## src/rtl/snitch_icache_refill_merge.sv

```systemverilog
`default_nettype none
// ---------------------------------------------------------------------------
// snitch_icache_refill_merge: merges concurrent L0 refills to the same line
// Revision: 1.0
// ---------------------------------------------------------------------------
module snitch_icache_refill_merge #(
  parameter int unsigned FETCH_AW      = 32,
  parameter int unsigned LINE_WIDTH    = 128,
  parameter int unsigned LINE_ALIGN    = 4,
  parameter int unsigned ID_WIDTH      = 8,
  parameter int unsigned PENDING_DEPTH = 4,
  localparam int unsigned TAG_W        = $clog2(PENDING_DEPTH)
) (
  input  logic                  clk_i,
  input  logic                  rst_i,
  input  logic [FETCH_AW-1:0]   in_req_addr_i,
  input  logic [ID_WIDTH-1:0]   in_req_id_i,
  input  logic                  in_req_valid_i,
  output logic                  in_req_ready_o,
  output logic [LINE_WIDTH-1:0] in_rsp_data_o,
  output logic                  in_rsp_error_o,
  output logic [ID_WIDTH-1:0]   in_rsp_id_o,
  output logic                  in_rsp_valid_o,
  input  logic                  in_rsp_ready_i,
  output logic [FETCH_AW-1:0]   out_req_addr_o,
  output logic [TAG_W-1:0]      out_req_tag_o,
  output logic                  out_req_valid_o,
  input  logic                  out_req_ready_i,
  input  logic [LINE_WIDTH-1:0] out_rsp_data_i,
  input  logic                  out_rsp_error_i,
  input  logic [TAG_W-1:0]      out_rsp_tag_i,
  input  logic                  out_rsp_valid_i,
  output logic                  out_rsp_ready_o
);

  localparam int unsigned LA_W = FETCH_AW - LINE_ALIGN;

  logic [PENDING_DEPTH-1:0] valid_q, valid_d;
  logic [LA_W-1:0]          line_q [PENDING_DEPTH];
  logic [LA_W-1:0]          line_d [PENDING_DEPTH];
  logic [ID_WIDTH-1:0]      mask_q [PENDING_DEPTH];
  logic [ID_WIDTH-1:0]      mask_d [PENDING_DEPTH];
  logic                     out_valid_q, out_valid_d;
  logic [FETCH_AW-1:0]      out_addr_q, out_addr_d;
  logic [TAG_W-1:0]         out_tag_q, out_tag_d;

  logic [LA_W-1:0]  req_line;
  logic             rsp_fire;
  logic             hit, freeing_hit, free_found, out_slot_ok;
  logic [TAG_W-1:0] hit_idx, free_idx;
  logic             req_fire, merge_fire, alloc_fire;
  logic             unused_offset;

  assign req_line      = in_req_addr_i[FETCH_AW-1:LINE_ALIGN];
  assign unused_offset = ^in_req_addr_i[LINE_ALIGN-1:0];
  assign rsp_fire      = out_rsp_valid_i & in_rsp_ready_i;
  assign out_slot_ok   = ~out_valid_q | out_req_ready_i;

  // Lookup: an entry retiring this cycle is not a merge target; its line
  // must wait a cycle and then allocate afresh.
  always_comb begin
    hit         = 1'b0;
    hit_idx     = '0;
    freeing_hit = 1'b0;
    free_found  = 1'b0;
    free_idx    = '0;
    for (int i = 0; i < int'(PENDING_DEPTH); i++) begin
      if (valid_q[i] && (line_q[i] == req_line)) begin
        if (rsp_fire && (out_rsp_tag_i == TAG_W'(i))) begin
          freeing_hit = 1'b1;
        end else begin
          hit     = 1'b1;
          hit_idx = TAG_W'(i);
        end
      end
    end
    for (int i = int'(PENDING_DEPTH) - 1; i >= 0; i--) begin
      if (!valid_q[i]) begin
        free_found = 1'b1;
        free_idx   = TAG_W'(i);
      end
    end
  end

  assign in_req_ready_o = freeing_hit ? 1'b0 :
                          hit         ? 1'b1 : (free_found & out_slot_ok);
  assign req_fire   = in_req_valid_i & in_req_ready_o;
  assign merge_fire = req_fire & hit;
  assign alloc_fire = req_fire & ~hit;

  assign in_rsp_valid_o  = out_rsp_valid_i;
  assign in_rsp_data_o   = out_rsp_data_i;
  assign in_rsp_error_o  = out_rsp_error_i;
  assign out_rsp_ready_o = in_rsp_ready_i;
  assign in_rsp_id_o     = mask_q[out_rsp_tag_i] |
                           ((merge_fire && (hit_idx == out_rsp_tag_i)) ? in_req_id_i : '0);

  assign out_req_valid_o = out_valid_q;
  assign out_req_addr_o  = out_addr_q;
  assign out_req_tag_o   = out_tag_q;

  always_comb begin
    valid_d     = valid_q;
    line_d      = line_q;
    mask_d      = mask_q;
    out_valid_d = out_valid_q;
    out_addr_d  = out_addr_q;
    out_tag_d   = out_tag_q;
    if (out_valid_q && out_req_ready_i) begin
      out_valid_d = 1'b0;
    end
    if (rsp_fire) begin
      valid_d[out_rsp_tag_i] = 1'b0;
      mask_d[out_rsp_tag_i]  = '0;
    end
    if (merge_fire) begin
      mask_d[hit_idx] = mask_q[hit_idx] | in_req_id_i;
    end
    // The allocated entry is never the one retiring: that one is still valid_q.
    if (alloc_fire) begin
      valid_d[free_idx] = 1'b1;
      line_d[free_idx]  = req_line;
      mask_d[free_idx]  = in_req_id_i;
      out_valid_d       = 1'b1;
      out_addr_d        = {req_line, {LINE_ALIGN{1'b0}}};
      out_tag_d         = free_idx;
    end
  end

  always_ff @(posedge clk_i) begin
    if (rst_i) begin
      valid_q     <= '0;
      out_valid_q <= 1'b0;
      out_addr_q  <= '0;
      out_tag_q   <= '0;
      for (int i = 0; i < int'(PENDING_DEPTH); i++) begin
        line_q[i] <= '0;
        mask_q[i] <= '0;
      end
    end else begin
      valid_q     <= valid_d;
      line_q      <= line_d;
      mask_q      <= mask_d;
      out_valid_q <= out_valid_d;
      out_addr_q  <= out_addr_d;
      out_tag_q   <= out_tag_d;
    end
  end

  rsp_tag_valid: assert property (@(posedge clk_i) disable iff (rst_i)
                                  rsp_fire |-> valid_q[out_rsp_tag_i]);

endmodule
`default_nettype wire

```

## config.mk

```make
export PLATFORM = sky130hd
export DESIGN_NAME = snitch_icache_refill_merge
export DESIGN_NICKNAME = d
export VERILOG_FILES = /design/src/rtl/snitch_icache_refill_merge.sv
export SDC_FILE = /design/constraint.sdc
export NUM_CORES = 1
export LEC_CHECK = 0
export ABC_CLOCK_PERIOD_IN_PS = 7900
export CAP_MARGIN = 30
export CORE_MARGIN = 2
export CORE_UTILIZATION = 50
export CTS_BUF_LIST = sky130_fd_sc_hd__clkbuf_2
export DETAILED_ROUTE_END_ITERATION = 8
export HOLD_SLACK_MARGIN = 0.08
export PLACE_DENSITY = 0.94
export SYNTH_ARGS = -nofsm -noshare
export SYNTH_HDL_FRONTEND = slang
export SYNTH_SLANG_ARGS = --single-unit
export TNS_END_PERCENT = 20
```

## constraint.sdc

```tcl
create_clock -name clk_i -period 7.9 [get_ports clk_i]
set_input_delay 1.58 -clock clk_i [delete_from_list [all_inputs] [get_ports clk_i]]
set_output_delay 1.58 -clock clk_i [all_outputs]
set_load 0.005 [all_outputs]
```

==> flow_summary.json <==
{
  "outcome": "completed",
  "ant_nets": 0,
  "p_per_area_nw_per_um2": 164.1,
  "fmax_ghz": 0.1387,
  "grt_pass1_vias": 7726,
  "dpl.hpwl_mm": 18.28,
  "synthToLayoutAreaGrowth_pct": 2.510,
  "synth_edf_count": 0,
  "post-cts-setup-buffers": 0,
  "crit_fanout": 9,
  "cts-root-buf": "clkbuf_2",
  "cts_tree": "built",
  "synth_cell_types": 60,
  "synth_seq_cells": 179,
  "async_reset_ff_share_pct": 0,
  "synthFlopType": "dfxtp_1",
  "critical_path.startpoint_type": "input pin",
  "ys_warn_count": 0,
  "critPathCaptureType": "output port",
  "dieArea_sq_um": 21600,
  "yosys-top-cells-count": "dfxtp_1, nor2_1, buf_4",
  "worstMarginPinSlew_ns": 0.9688,
  "grt_start_max_net_pins": 105,
  "portBuffers": 85,
  "die_x_um": 147.0,
  "cts.repair.resized": 0,
  "routed-wl-met3_mm": 2.705,
  "die_h_um": 147.0,
  "critPathArrivalTime_ns": 5.63,
  "drt_iter0_drc": 867,
  "viasPerCell": 5.841,
  "drive_gt1_share_pct": 9.342,
  "cap_viol_max_count": 0,
  "seq_area_frac_synth_pct": 35.06,
  "cpLargestDelayFamily": "simple AND/OR/NAND/NOR gates",
  "initial_core_util_pct": 50.67,
  "irDropWorstVdd_v": 0.0001355,
  "grt.overflow.total": 0,
  "htree_num_levels": 4,
  "clock_sinks": 179,
  "setup_viol": 0,
  "yosysTopAreaCell": "dfxtp_1",
  "dr.pass1.iters": 6,
  "dp_slack_ns": 0.7126,
  "numCtsBuffers": 17,
  "synthMostInstantiatedCell": "dfxtp_1",
  "hp-class": "flip-flop to flip-flop",
  "fin_skew_ns": 0.05667,
  "globalplace.congestion": 0.9236,
  "grt_usage_pct": 23.41,
  "grt_antenna_before_repair": 0,
  "io_pins": 352,
  "wl_met2_mm": 12.25,
  "fin_ws_ns": 0.6893,
  "finalWirelength_mm": 26.18,
  "grt_pass1_wl_mm": 40.39,
  "tns_ns": 0,
  "period_share_pct": 91.27,
  "via_count": 8143,
  "clkTransAtPathRegs_ns": 0.20,
  "row_count": 52,
  "maxSlewHeadroom_pct": 35.41,
  "synthCells": 1185,
  "path_buf_inv": 2,
  "fin_crit_ns": 7.211,
  "finalMaxSlewViolations": 0,
  "placed_cells": 1361,
  "num_antenna_cells": 0,
  "cp.required_ns": 6.32,
  "drc": 0,
  "synthTopCellsByArea": "dfxtp_1, mux2i_1, buf_4",
  "clk_path_buf_depth": 2,
  "power.leakage_nw": 4.275,
  "slowest_stage": "clkdlybuf4s50_1",
  "hold_viol_final": 0,
  "nets": 1288,
  "nFillCells": 1759,
  "crit_type": "input pin to output port",
  "final_cells": 1394,
  "path_cells": "clkdlybuf4s50_1 > xnor2_1 > nand2_1 > or4_1 > or4_1 > nor4_1 > o21ai_0 > a21oi_1 > a21o_1 > clkdlybuf4s50_1",
  "slowest_delay_ns": 0.79,
  "wl_per_cell_um": 18.78,
  "rsz0062_at_grt": "no",
  "hold_buffers": 0,
  "core_area_sq_um": 20170,
  "syn_area_per_cell_sq_um": 8.624,
  "highest_layer": "met4",
  "clk_latency_ns": 0.80,
  "route.layer.met1.wl_mm": 10.20,
  "syn_area_sq_um": 10220,
  "synth_top_area_share_pct": 35.06
}
==> per-stage QoR <==
stage,util [%],instance area [sq um],hold WS [ns],total power [mW]
after floorplan,-,10230,0.4447,1.215
final,51.94,10480,0.4624,1.719
after CTS,51.81,10450,0.4681,1.717
after detailed placement,50.69,10220,0.4442,1.260
after global routing,51.94,10480,0.4806,1.787
after global placement,50.69,10220,0.4423,1.250
==> layout make-up <==
type | count | area, sq um | share of cell area, %
Inverter | 16 | 60.06 | 0.5733
Clock buffer | 21 | 105.1 | 1.003
Tap cell | 270 | 337.8 | 3.225
Sequential cell | 179 | 3583 | 34.21
Clock inverter | 11 | 118.9 | 1.135
Timing Repair Buffer | 127 | 1184 | 11.30
Multi-Input combinational cell | 770 | 5087 | 48.56
==> routing by layer <==
layer / vias up / track usage, %
met5: - / 0
met4: 0 / 11.15
met3: 103 / 6.211
met2: 470 / 37.79
met1: 3837 / 29.24
li1: 3733 / -
==> placed cells by master (no fill, tap or decap), types with 14 or more instances in the layout <==
master,n
clkbuf_2,21
nand4_1,33
buf_4,42
o21ai_0,14
clkdlybuf4s50_1,84
a21oi_1,50
nand2b_1,24
mux2i_1,114
nand2_1,103
dfxtp_1,179
nand3_1,15
a211oi_1,16
nor3_1,21
nor2_1,152
xor2_1,15
xnor2_1,76
==> worst paths after layout <==
check / cells after the start / startpoint / slack (ns) / endpoint
hold reg to reg: 2 / out_req_tag_o[0] / 0.46 / out_req_tag_o[0]
setup / recovery: 10 / in_req_addr_i[6] / 0.69 / in_rsp_id_o[5]
setup reg to reg: 11 / line_q[81] / 3.86 / line_q[76]
hold / removal: 2 / out_req_tag_o[0] / 0.46 / out_req_tag_o[0]
==> state kept, by name (all words and copies together) (netlist names) <==
register	flops
valid_q	4
mask_q	32
out_req_valid_o	1
out_req_addr_o	28
out_req_tag_o	2
line_q	112
==> worst min-delay path: cells and delay by family (launching register included) <==
| family | cells | cell delay [ns] |
|---|---|---|
| compound gates | 1 | 0.05 |
| simple gates | 1 | 0.05 |
| flops | 1 | 0.35 |
==> logic make-up after synthesis <==
family,share of synthesized area [%]
XOR/XNOR,7.799
buffers and inverters,15.38
AO/OA/AOI/OAI,9.170
other,0.03669
multiplexers,13.59
flip-flops,35.06
AND/OR/NAND/NOR,18.96
==> where the power goes <==
part / internal (mW) / total (mW) / switching, mW
sequential: 0.940 / 0.963 / 0.0231
clock: 0.128 / 0.468 / 0.340
combinational: 0.134 / 0.288 / 0.154
total: 1.20 / 1.72 / 0.517
Note: power is estimated with default switching activity, not from simulation.
